--- config.mk ---
export PLATFORM = sky130hd
export DESIGN_NAME = nco_cmd_sequencer_flat
export DESIGN_NICKNAME = d
export VERILOG_FILES = /design/src/rtl/nco_cmd_sequencer_pkg.sv /design/src/rtl/nco_cmd_sequencer_if.sv /design/src/rtl/nco_cmd_sequencer_fifo.sv /design/src/rtl/nco_cmd_sequencer.sv /design/src/flat_wrapper.sv
export SDC_FILE = /design/constraint.sdc
export NUM_CORES = 1
export LEC_CHECK = 0
export BUFFER_PORTS_ARGS = -buffer_cell sky130_fd_sc_hd__buf_4
export CORE_MARGIN = 4
export CORE_UTILIZATION = 60
export CTS_CLUSTER_SIZE = 20
export DETAILED_ROUTE_END_ITERATION = 12
export PLACE_DENSITY = 0.81
export SLEW_MARGIN = 20
export SYNTH_ARGS = -nofsm -noshare
export SYNTH_HDL_FRONTEND = slang
export SYNTH_SLANG_ARGS = --single-unit
--- constraint.sdc ---
create_clock -name clk -period 7.8 [get_ports clk]
set_clock_uncertainty 0.1 [all_clocks]
set_input_delay 0 -clock clk [delete_from_list [all_inputs] [get_ports clk]]
set_output_delay 0 -clock clk [all_outputs]
set_load 0.01 [all_outputs]
--- src/rtl/nco_cmd_sequencer_pkg.sv ---
// Shared types for the NCO command sequencer: opcodes, FSM states, buffered command record.
package nco_pkg;

  localparam int CMD_N       = 22;
  localparam int CMD_Z_W     = 12;
  localparam int CMD_DUR_W   = 16;
  localparam int PHASE_WIDTH = 24;

  typedef enum logic [1:0] {
    OP_SET_FTW = 2'd0,
    OP_VZ      = 2'd1,
    OP_RUN     = 2'd2,
    OP_HOLD    = 2'd3
  } op_e;

  typedef enum logic [2:0] {
    ST_IDLE     = 3'd0,
    ST_FTW      = 3'd1,
    ST_VZ_LOAD  = 3'd2,
    ST_VZ_APPLY = 3'd3,
    ST_RUN      = 3'd4,
    ST_HOLD     = 3'd5
  } state_e;

  typedef struct packed {
    op_e                  op;
    logic [CMD_N-1:0]     data;
    logic [CMD_DUR_W-1:0] dur;
  } cmd_t;

  // Cycles remaining after the first one; a zero duration behaves like one.
  function automatic logic [CMD_DUR_W-1:0] dur_last(input logic [CMD_DUR_W-1:0] dur);
    return (dur == '0) ? '0 : dur - CMD_DUR_W'(1);
  endfunction

  function automatic state_e op_to_state(input op_e op);
    case (op)
      OP_SET_FTW: return ST_FTW;
      OP_VZ:      return ST_VZ_LOAD;
      OP_RUN:     return ST_RUN;
      default:    return ST_HOLD;
    endcase
  endfunction

endpackage

--- src/rtl/nco_cmd_sequencer_if.sv ---
// Valid/ready gate-command stream from the pulse controller into the NCO sequencer.
interface nco_cmd_sequencer_if;
  import nco_pkg::*;

  logic                 cmd_valid;
  logic                 cmd_ready;
  op_e                  cmd_op;
  logic [CMD_N-1:0]     cmd_data;
  logic [CMD_DUR_W-1:0] cmd_dur;

  modport master (output cmd_valid, cmd_op, cmd_data, cmd_dur, input cmd_ready);
  modport slave  (input cmd_valid, cmd_op, cmd_data, cmd_dur, output cmd_ready);
endinterface

--- src/rtl/nco_cmd_sequencer_fifo.sv ---
// First-word-fall-through command buffer with registered empty/not-full flags.
module nco_cmd_fifo
  import nco_pkg::*;
#(
  parameter int FIFO_DEPTH = 4
) (
  input  logic clk,
  input  logic rst,
  input  logic push,
  input  cmd_t din,
  input  logic pop,
  output cmd_t head,
  output logic empty,
  output logic not_full,
  output logic empty_nxt
);

  localparam int AW = $clog2(FIFO_DEPTH);

  cmd_t          mem_q [FIFO_DEPTH];
  logic [AW-1:0] wr_ptr_q, wr_ptr_d;
  logic [AW-1:0] rd_ptr_q, rd_ptr_d;
  logic [AW:0]   count_q, count_d;
  logic          empty_q, empty_d;
  logic          not_full_q, not_full_d;
  logic          do_push, do_pop;

  always_comb begin
    do_push    = push && not_full_q;
    do_pop     = pop && !empty_q;
    wr_ptr_d   = wr_ptr_q + AW'(do_push);
    rd_ptr_d   = rd_ptr_q + AW'(do_pop);
    count_d    = count_q + (AW+1)'(do_push) - (AW+1)'(do_pop);
    empty_d    = (count_d == '0);
    not_full_d = (count_d != (AW+1)'(FIFO_DEPTH));
  end

  always_ff @(posedge clk) begin
    if (rst) begin
      wr_ptr_q   <= '0;
      rd_ptr_q   <= '0;
      count_q    <= '0;
      empty_q    <= 1'b1;
      not_full_q <= 1'b1;
    end else begin
      wr_ptr_q   <= wr_ptr_d;
      rd_ptr_q   <= rd_ptr_d;
      count_q    <= count_d;
      empty_q    <= empty_d;
      not_full_q <= not_full_d;
    end
  end

  // Storage is data only; the pointers alone decide what is valid.
  always_ff @(posedge clk) begin
    if (do_push) mem_q[wr_ptr_q] <= din;
  end

  assign head      = mem_q[rd_ptr_q];
  assign empty     = empty_q;
  assign not_full  = not_full_q;
  assign empty_nxt = empty_d;

endmodule

--- src/rtl/nco_cmd_sequencer.sv ---
// NCO command sequencer: buffers gate commands and drives NCO ftw/z_corr/phase writes cycle-exactly.
// Build option NCO_SEQ_FREE_RUN_EN keeps the phase accumulating in IDLE, FTW and VZ_LOAD.
module nco_cmd_sequencer
  import nco_pkg::*;
#(
  parameter int N            = CMD_N,
  parameter int Z_CORR_WIDTH = CMD_Z_W,
  parameter int DUR_WIDTH    = CMD_DUR_W,
  parameter int FIFO_DEPTH   = 4
) (
  input  logic                    clk,
  input  logic                    rst,
  nco_cmd_sequencer_if.slave      cmd,
  output logic                    ftw_wr_en,
  output logic [N-1:0]            ftw_out,
  output logic                    z_corr_wr_en,
  output logic [Z_CORR_WIDTH-1:0] z_corr_out,
  output logic                    phase_wr_en,
  output logic                    z_corr_mode,
  output logic                    busy
);

  state_e                  state_q, state_d;
  logic [DUR_WIDTH-1:0]    cnt_q, cnt_d;
  logic                    last, pop, push;
  cmd_t                    head, din;
  logic                    fifo_empty, fifo_not_full, fifo_empty_nxt;

  logic                    ftw_wr_en_q, ftw_wr_en_d;
  logic [N-1:0]            ftw_out_q, ftw_out_d;
  logic                    z_corr_wr_en_q, z_corr_wr_en_d;
  logic [Z_CORR_WIDTH-1:0] z_corr_out_q, z_corr_out_d;
  logic                    phase_wr_en_q, phase_wr_en_d;
  logic                    z_corr_mode_q, z_corr_mode_d;
  logic                    busy_q, busy_d;

  assign push          = cmd.cmd_valid && fifo_not_full;
  assign cmd.cmd_ready = fifo_not_full;
  assign din           = '{op: cmd.cmd_op, data: cmd.cmd_data, dur: cmd.cmd_dur};

  nco_cmd_fifo #(.FIFO_DEPTH(FIFO_DEPTH)) u_fifo (
    .clk       (clk),
    .rst       (rst),
    .push      (push),
    .din       (din),
    .pop       (pop),
    .head      (head),
    .empty     (fifo_empty),
    .not_full  (fifo_not_full),
    .empty_nxt (fifo_empty_nxt)
  );

  always_ff @(posedge clk) begin
    if (rst) begin
      state_q        <= ST_IDLE;
      cnt_q          <= '0;
      ftw_wr_en_q    <= 1'b0;
      ftw_out_q      <= '0;
      z_corr_wr_en_q <= 1'b0;
      z_corr_out_q   <= '0;
      phase_wr_en_q  <= 1'b0;
      z_corr_mode_q  <= 1'b0;
      busy_q         <= 1'b0;
    end else begin
      state_q        <= state_d;
      cnt_q          <= cnt_d;
      ftw_wr_en_q    <= ftw_wr_en_d;
      ftw_out_q      <= ftw_out_d;
      z_corr_wr_en_q <= z_corr_wr_en_d;
      z_corr_out_q   <= z_corr_out_d;
      phase_wr_en_q  <= phase_wr_en_d;
      z_corr_mode_q  <= z_corr_mode_d;
      busy_q         <= busy_d;
    end
  end

  // Every state's final cycle dispatches the next head, so commands run with no bubble.
  always_comb begin
    state_d = state_q;
    cnt_d   = cnt_q;
    last    = 1'b0;
    pop     = 1'b0;
    case (state_q)
      ST_IDLE, ST_FTW, ST_VZ_APPLY: last = 1'b1;
      ST_VZ_LOAD:                   state_d = ST_VZ_APPLY;
      ST_RUN, ST_HOLD: begin
        if (cnt_q == '0) last = 1'b1;
        else             cnt_d = cnt_q - DUR_WIDTH'(1);
      end
      default:                      state_d = ST_IDLE;
    endcase
    if (last) begin
      if (!fifo_empty) begin
        pop     = 1'b1;
        state_d = op_to_state(head.op);
        cnt_d   = dur_last(head.dur);
      end else begin
        state_d = ST_IDLE;
      end
    end
  end

  // Outputs are decoded from the next state so the registered ports line up with state_q.
  always_comb begin
    ftw_wr_en_d    = (state_d == ST_FTW);
    ftw_out_d      = (state_d == ST_FTW) ? head.data : ftw_out_q;
    z_corr_wr_en_d = (state_d == ST_VZ_LOAD) || (state_d == ST_VZ_APPLY);
    z_corr_out_d   = (state_d == ST_VZ_LOAD) ? head.data[Z_CORR_WIDTH-1:0] : '0;
    z_corr_mode_d  = (state_d == ST_VZ_APPLY);
`ifdef NCO_SEQ_FREE_RUN_EN
    phase_wr_en_d  = (state_d != ST_HOLD);
`else
    phase_wr_en_d  = (state_d == ST_RUN) || (state_d == ST_VZ_APPLY);
`endif
    busy_d         = (state_d != ST_IDLE) || !fifo_empty_nxt;
  end

  assign ftw_wr_en    = ftw_wr_en_q;
  assign ftw_out      = ftw_out_q;
  assign z_corr_wr_en = z_corr_wr_en_q;
  assign z_corr_out   = z_corr_out_q;
  assign phase_wr_en  = phase_wr_en_q;
  assign z_corr_mode  = z_corr_mode_q;
  assign busy         = busy_q;

endmodule

--- src/flat_wrapper.sv ---
// flat-port wrapper written by rule: the top's interface ports become plain ports
module nco_cmd_sequencer_flat import nco_pkg::*;
#(
  parameter int N            = CMD_N,
  parameter int Z_CORR_WIDTH = CMD_Z_W,
  parameter int DUR_WIDTH    = CMD_DUR_W,
  parameter int FIFO_DEPTH   = 4
)
  (clk, rst, ftw_wr_en, ftw_out, z_corr_wr_en, z_corr_out, phase_wr_en, z_corr_mode, busy, cmd_cmd_valid, cmd_cmd_op, cmd_cmd_data, cmd_cmd_dur, cmd_cmd_ready);
  nco_cmd_sequencer_if cmd_i ();
  input  logic clk;
  input  logic rst;
  output logic ftw_wr_en;
  output logic [N-1:0] ftw_out;
  output logic z_corr_wr_en;
  output logic [Z_CORR_WIDTH-1:0] z_corr_out;
  output logic phase_wr_en;
  output logic z_corr_mode;
  output logic busy;
  input wire logic [$bits(cmd_i.cmd_valid)-1:0] cmd_cmd_valid;
  input wire logic [$bits(cmd_i.cmd_op)-1:0] cmd_cmd_op;
  input wire logic [$bits(cmd_i.cmd_data)-1:0] cmd_cmd_data;
  input wire logic [$bits(cmd_i.cmd_dur)-1:0] cmd_cmd_dur;
  output wire logic [$bits(cmd_i.cmd_ready)-1:0] cmd_cmd_ready;
  assign cmd_i.cmd_valid = cmd_cmd_valid;
  assign cmd_i.cmd_op = cmd_cmd_op;
  assign cmd_i.cmd_data = cmd_cmd_data;
  assign cmd_i.cmd_dur = cmd_cmd_dur;
  assign cmd_cmd_ready = cmd_i.cmd_ready;
  nco_cmd_sequencer #(.N(N), .Z_CORR_WIDTH(Z_CORR_WIDTH), .DUR_WIDTH(DUR_WIDTH), .FIFO_DEPTH(FIFO_DEPTH)) u_core (.clk(clk), .rst(rst), .cmd(cmd_i), .ftw_wr_en(ftw_wr_en), .ftw_out(ftw_out), .z_corr_wr_en(z_corr_wr_en), .z_corr_out(z_corr_out), .phase_wr_en(phase_wr_en), .z_corr_mode(z_corr_mode), .busy(busy));
endmodule
# == Yosys cells after proc, flatten, opt, wreduce, memory -nomap -nowiden ==
# Memory sizes are Yosys's and may differ from the RTL's. A register that Yosys moved wholly into a read port is not among the register bits.
# Index checks and enable logic that the tools add are counted.
# totals
ff_bits,67
mem_count,1
wordCells,68
romBits,0
latchBits,0
mem_bits_rw,160
output_inout_bits,40
# mem_list
name,depth,width,read_ports,rd_clocked_by_memory_dff,write_ports,line,text
u_core.u_fifo.mem_q,4,40,1,1,1,nco_cmd_sequencer_fifo.sv:20,cmd_t mem_q [FIFO_DEPTH];
# classes
multipliers,0
n_lt_le_gt_ge,0
bitwise,1
n_eq_ne,12
muxes,16
n_shift,0
addsub,6
n_div,0
n_reduce_logical,18
# ops
cell,n
$mux 16,5
$logic_not 16->1,2
$sub 16x1->16 const B,2
$eq 3x2->1 const B,4
$eq 3x3->1 const B,3
$pmux 3 s3,1
$eq 3x1->1 const B,2
$logic_not 3->1,2
$mux 3,2
$pmux 3 s2,1
$mux 1,5
$reduce_or 5->1,1
$add 2x1->2,2
$reduce_or 2->1,2
$add 3x1->3,1
$logic_and 1x1->1,3
$logic_or 1x1->1,3
$ne 3x3->1 const B,1
$reduce_bool 3->1,1
$reduce_or 3->1,1
$sub 3x1->3,1
$eq 2x1->1 const B,1
$eq 2x2->1 const B,1
$logic_not 1->1,2
other kinds (4),4

# == Logic depth before layout (Yosys ltp) ==
# Gate-level depths: netlist of run 1.
# depth
word_depth,9
mapped_depth,15
depth_no_buf,14

# == Cells and area by module ==
# Synthesis of run 1 repeated with hierarchy kept, for this count alone.
# unflattened
hier_cells,568
area_unflattened_um2,9257.6
# by_module_without_submodules
mod,cells_each,n_inst,area_per_inst_um2
nco_cmd_fifo,248,1,6211.0
nco_cmd_sequencer,320,1,3046.7

# == Worst setup path before layout of run 1 ==
# Ideal clock, no wire load.
# synth_path
kind,reg2reg
startpoint,"reg u_core.u_fifo.not_full_q, in the netlist u_core.u_fifo.not_full"
endpoint,mem u_core.u_fifo.mem_q[1][0] (netlist bit) (enable)
path_buffers,0
t_arrival_ns,3.480
setup_slack_ns,3.724
setup_time_ns,0.495
stages_incl_launch_ff,3
required_ns,7.205
path_cell_list,dfxtp_1 > nand2_1 > nor3b_1
# synth_via
elab_chain_cells,4
# synth_rtl
item,line,text
"start, declared",nco_cmd_sequencer_fifo.sv:25,"logic not_full_q, not_full_d;"
"start signal, assigned",nco_cmd_sequencer_fifo.sv:50,not_full_q <= not_full_d;
$logic_and 1x1->1,nco_cmd_sequencer.sv:37,assign push = cmd.cmd_valid && fifo_not_full;
$logic_and 1x1->1 (*),nco_cmd_sequencer_fifo.sv:29,do_push = push && not_full_q;
$mux 1 (*),nco_cmd_sequencer_fifo.sv:56,if (do_push) mem_q[wr_ptr_q] <= din;
$mux 1 (implied by the code) (*),nco_cmd_sequencer_fifo.sv:56,
"end, declared",nco_cmd_sequencer_fifo.sv:20,
# Mark *: on every way between the ends. The rest lies on a longest branch, timed or not.

==> run metrics, run 1 <==
Cells after DPL 821; DRC 0; worst hold slack 58.4 ps; Slew @ Worst Pin ~1100 ps; post-route setup TNS 0 ps; drt wl/cell 20.8 um; ys async rst share 0%; worst-path maximum fanout 31; Detailed Routing Iterations Pass 1 5; initial antenna violation count 0; PD cells 382 nW/um^2; die area 17,100 um^2; crit path DAT approximately 4500 ps; setup bufs post-CTS 0; Filler Cell Count 862; post-route ant nets 0; Max Slew Vio Count 0; Die X approximately 130 um; syn nets approximately 630; share of layout cells above drive strength 1 26.0%; synth warn 0; flop-to-flop setup slack 3570 ps; grt ovf 0; Max clock buf depth 3; RSZ-0062 raised after global routing no; Sink Count between 200 and 250; Pleak 3.82 nW; Final Cycle Share 54.3%; routability cong. 0.861; Final Non-Filler Cells roughly 900; Num CTS Buffers 23; Hold Crit Start cmd_cmd_valid; IO buf count 82; worst reg2reg path startpoint u_core.u_fifo.rd_ptr_q[0]$_SDFF_PP0_; via count 5,483; Slew HR a little over a quarter; Reg2Reg Depth 9; pin count of the biggest net entering global routing between 40 and 50; DR vias/cell 6.07; Syn Inst Count about 580; status complete, no violations; Cells on Worst Hold Path 5; number of synthesized flops with an enable pin 160; WP data required around 8100 ps; Clk Latency, worst-skew pair around 500 ps; synthesized area per cell around 16 um^2; Total Wirelength 18.8 mm; clock-pin slew on the worst setup and hold paths approximately 60 ps; # hold bufs at CTS slightly above 40; first-pass GRT wire length around 30 mm; Crit Path Category reg2reg; die height approximately 130 um; CP Capture Type register; Synth cell types 51; number of synthesized register bits approximately 230; dpl cell area between 9000 and 10,000 um^2; Max VDD drop 271 uV; endpoints failing setup 0; leading cell type in the layout, fill and taps excluded edfxtp_1; TritonCTS clock tree built; final instance area roughly 11,000 um^2; DP HPWL about 11 mm; Final min period about 4200 ps; Hold Violations, Final 0; sequential fraction of the synthesis area between 60% and 70%; Detailed Route Iter0 Violations 487; commonest non-fill, non-tap cells in the layout 160 x edfxtp_1, 88 x buf_4, 65 x dfxtp_1; Main synth FF type edfxtp_1; Final nets about 760; Area Growth Syn to Fin 21.0%; Worst Hold Class in2reg; startpoint types register; total track usage between 20% and 30%; row count 44; number of global-route vias before repair 5,634; post-cts repair resize count 0; # diodes 0; Netlist Area Pre-Place 9060 um^2; RR Endpoint u_core.ftw_out[12]$_SDFFE_PP0P_; fmax between 0.2 and 0.25 GHz; Root Driver clkbuf_16; Starting Density between 60% and 70%; Max Cap Violations 0; # IOs 83; Core Region between 10,000 and 15,000 um^2; CTS H-tree depth 1; Hold Path Sink u_core.u_fifo.wr_ptr_q[0]$_SDFF_PP0_
==> synth_stat cells, types with 3 or more instances <==
cell	n	area share, %
a211oi_1	5	0.41
a21oi_1	32	1.8
and3_1	17	1.2
buf_12	3	0.66
buf_2	9	0.50
clkbuf_1	17	0.70
dfxtp_1	67	15
edfxtp_1	160	53
ha_1	9	1.2
inv_1	9	0.37
mux4_1	3	0.87
mux4_2	37	9.2
nand2_1	19	0.79
nand2b_1	7	0.48
nand3_1	27	1.5
nand3b_1	3	0.25
nor2_1	28	1.2
nor2b_1	4	0.28
nor3_1	13	0.72
nor3b_1	5	0.41
nor4_1	4	0.28
nor4b_1	3	0.29
o21ai_0	17	0.94
o21ai_1	7	0.39
o22ai_2	9	1.2
or2_1	3	0.21
or3_1	5	0.35
xnor2_1	19	1.8
xor2_1	11	1.1
==> layout make-up <==
cell class              instances  area (um^2)  share of cell area [%]
repair buffers                129         1070                    9.77
well taps                     184          230                    2.10
multi-input cells             313         2750                    25.1
clock buffers                  30          633                    5.78
flip-flops and latches        227         6150                    56.1
clock inverters                12         88.8                   0.811
inverters                       9         33.8                   0.308
==> worst max-delay path, cell delays in order (launching register included) <==
cell and delay, ps:
dfxtp_2 580, buf_4 560, mux4_2 630, ha_1 270, nand2b_1 90, a21oi_1 70
a41oi_1 410, nand3_1 740, o21ai_0 470, a21oi_1 130
==> worst max path at each step <==
| stage | from | end | depth (start not counted) |
|---|---|---|---|
| CTS | u_core.u_fifo.rd_ptr_q[0]$_SDFF_PP0_ | u_core.ftw_out[10]$_SDFFE_PP0P_ | 9 |
| floorplan | u_core.u_fifo.not_full$_SDFF_PP1_ | u_core.u_fifo.mem_q[1][0]$_DFFE_PP_ | 2 |
| finish | u_core.u_fifo.rd_ptr_q[0]$_SDFF_PP0_ | u_core.ftw_out[12]$_SDFFE_PP0P_ | 9 |
| global placement | u_core.u_fifo.rd_ptr_q[0]$_SDFF_PP0_ | u_core.ftw_out[20]$_SDFFE_PP0P_ | 9 |
| global route | u_core.u_fifo.rd_ptr_q[0]$_SDFF_PP0_ | u_core.ftw_out[10]$_SDFFE_PP0P_ | 9 |
| detailed placement | u_core.u_fifo.rd_ptr_q[0]$_SDFF_PP0_ | u_core.ftw_out[10]$_SDFFE_PP0P_ | 9 |
==> registers in the layout (all words and copies together), names as in the netlist, 2 cells and up <==
signal and cells:
u_core.cnt_q 16, u_core.u_fifo.count_q 3, u_core.u_fifo.wr_ptr_q 2, u_core.u_fifo.rd_ptr_q 2, u_core.ftw_out 22, u_core.state_q 3, u_core.u_fifo.mem_q 160, u_core.z_corr_out 12
==> cell families (layout without fill, tap and decap cells) <==
family	Yosys count	in the layout	share of synthesized area (%)
flops	227	227	67.8
simple gates	154	154	9.69
compound gates	79	79	5.68
mux	40	40	10.1
buf+inv	39	180	2.36
xor+xnor	30	30	2.90
fa+ha+maj	10	10	1.46
==> metrics by stage <==
stage	total power, W	utilization [%]	setup slack [ps]
global placement	0.00306	67.0	3840
detailed placement	0.00312	67.0	3590
floorplan	0.00271	-	3720
CTS	0.00419	74.7	3640
global route	0.00441	74.8	3150
finish	0.00419	74.8	3570
==> metal layers <==
metal  vias to the layer above  GRT usage, %  wire [um]
met2                       243          37.0       9650
met5                         -             0          0
met4                         0          7.20        397
met1                      2723          31.5       7450
li1                       2478             -          -
met3                        39          3.78       1310
==> power by group <==
part           switching (W)  internal, W
clock network       0.000439     0.000606
logic               0.000866     0.000598
registers           0.000146      0.00154
(Power assumes the default switching activity.)
==> run 2, diff against run 1 <==
--- a/config.mk
+++ b/config.mk
@@ -7,10 +7,10 @@
 export LEC_CHECK = 0
 export BUFFER_PORTS_ARGS = -buffer_cell sky130_fd_sc_hd__buf_4
 export CORE_MARGIN = 4
-export CORE_UTILIZATION = 60
+export CORE_UTILIZATION = 59
 export CTS_CLUSTER_SIZE = 20
 export DETAILED_ROUTE_END_ITERATION = 12
-export PLACE_DENSITY = 0.81
+export PLACE_DENSITY = 0.8
 export SLEW_MARGIN = 20
 export SYNTH_ARGS = -nofsm -noshare
 export SYNTH_HDL_FRONTEND = slang
==> constraint.sdc (replaced) <==
create_clock -name clk -period 4.1 [get_ports clk]
set_clock_uncertainty 0.1 [all_clocks]
set_input_delay 0 -clock clk [delete_from_list [all_inputs] [get_ports clk]]
set_output_delay 0 -clock clk [all_outputs]
set_load 0.01 [all_outputs]
==> run 2 against run 1 <==
Against the previous run:
- register-to-register slack lost 2800 ps
- non-clock buffer count grew 4
- critical path depth grew 5
- clock power grew 80%
- global-route usage shrank 0.75 points
- setup slack lost 2800 ps
- cell count grew 0.66%
==> run metrics, run 2 (synthesized netlist as in run 1, its figures left out) <==
row count 45; Detailed Routing Iterations Pass 1 5; Clk Latency, worst-skew pair 500 ps; DR vias/cell about 6; post-cts repair resize count 0; Critical Path Max Stage Delay 460 ps; Max clock buf depth 3; CTS H-tree depth 1; Total Power between 0.007 and 0.008 W; final instance area between 10,000 and 15,000 um^2; Worst Hold Class in2reg; clock-pin slew on the worst setup and hold paths around 60 ps; Max Cap Violations 0; Area Growth Syn to Fin 20.8%; crit path DAT 3630 ps; Final Non-Filler Cells roughly 900; Multi-input gate area roughly 2800 um^2; endpoints failing setup 0; Reg with most FFs u_core.u_fifo.mem_q; Root Driver clkbuf_16; # diodes 0; routability cong. ~0.89; number of global-route vias before repair approximately 5,700; drt wl/cell between 20 and 25 um; Total Wirelength roughly 19 mm; grt ovf 0; Hold Violations, Final 0; Pleak between 3 and 4 nW; via count 5,481; # hold bufs at CTS 41; Num CTS Buffers 22; CP top delay family simple AND/OR/NAND/NOR gates; CP cell instances inv_1 -> ha_1 -> nor4b_1 -> nand2_1 -> o31a_1 -> or2_1 -> nand2_1 -> nand2_1 -> ha_1 -> fa_1 -> nor2_1 -> nor2_1 -> nor2_1 -> a31oi_1; Filler Cell Count about 900; leading cell type in the layout, fill and taps excluded edfxtp_1; pin count of the biggest net entering global routing 45; setup bufs post-CTS 0; DRC 0; Final min period 3370 ps; die height 132 um; # IOs 83; share of layout cells above drive strength 1 around a quarter; Worst path slowest cell fa_1; IO buf count 82; first-pass GRT wire length 30.5 mm; Slew @ Worst Pin between 800 and 900 ps; Final Cycle Share roughly 82%; Core Region 15,100 um^2; dpl cell area 9850 um^2; Max Slew Vio Count 0; Largest register FFs 160; initial antenna violation count 0; die area 17,400 um^2; Crit Path Category reg2reg; Final nets 759; total track usage 21.9%; fmax ~0.30 GHz; startpoint types register; flop-to-flop setup slack approximately 730 ps; worst-path maximum fanout 12; Cells after DPL slightly above 800; WP buf/inv 1; CP Capture Type register; post-route setup TNS 0 ps; RSZ-0062 raised after global routing no; Detailed Route Iter0 Violations 438; Sink Count about 230; Die X 132 um; WP data required 4360 ps; status complete, no violations; PD cells ~730 nW/um^2; commonest non-fill, non-tap cells in the layout 160 x edfxtp_1, 92 x buf_4, 65 x dfxtp_1; post-route ant nets 0; Reg area between 6000 and 7000 um^2; TritonCTS clock tree built; Slew HR 46.3%; DP HPWL 11.1 mm; Starting Density between 50 and 60%; Max VDD drop about 450 uV
==> run 2: final cells by class <==
class	instances	area share (%)
inverters	9	0.309
flip-flops and latches	227	56.2
clock inverters	7	0.297
clock buffers	33	5.87
multi-input cells	313	25.1
well taps	188	2.15
repair buffers	133	10.1
==> run 2: final timing paths <==
kind         depth (start not counted)                           start                                    to
max                                 14      u_core.cnt_q[0]$_SDFF_PP0_                u_core.busy$_SDFF_PP0_
min                                  5                   cmd_cmd_valid  u_core.u_fifo.wr_ptr_q[0]$_SDFF_PP0_
max reg2reg                         14      u_core.cnt_q[0]$_SDFF_PP0_                u_core.busy$_SDFF_PP0_
min reg2reg                          2  u_core.ftw_out[2]$_SDFFE_PP0P_        u_core.ftw_out[2]$_SDFFE_PP0P_
==> run 2: routing by layer <==
layer  track usage, %  vias to the layer above  wire [um]
li1                 -                     2474          -
met3             3.63                       36       1160
met2             38.7                      217       9710
met1             28.2                     2754       7780
met5                0                        -          0
met4             5.89                        0        401
==> run 2: stage by stage <==
step           setup WS, ps  util [%]  hold WS, ps
2_1_floorplan          24.2         -        -1.13
4_1_cts                 748      72.2          107
5_1_grt                 455      72.3          148
3_3_place_gp            978      65.0         98.4
6_report                731      72.3          120
3_5_place_dp            738      65.0          104
==> run 2: power by group <==
| part | internal [W] | total (W) | switching (W) |
|---|---|---|---|
| Sequential | 0.00292 | 0.00316 | 0.000242 |
| Clock | 0.00108 | 0.00189 | 0.000806 |
| Combinational | 0.00118 | 0.00293 | 0.00175 |
| Total | 0.00519 | 0.00798 | 0.00279 |
==> run 2: worst min-delay path: stages <==
cell and delay [ps]:
buf_4 80, nand2_1 150, inv_1 160, ha_1 140, nor2b_1 140
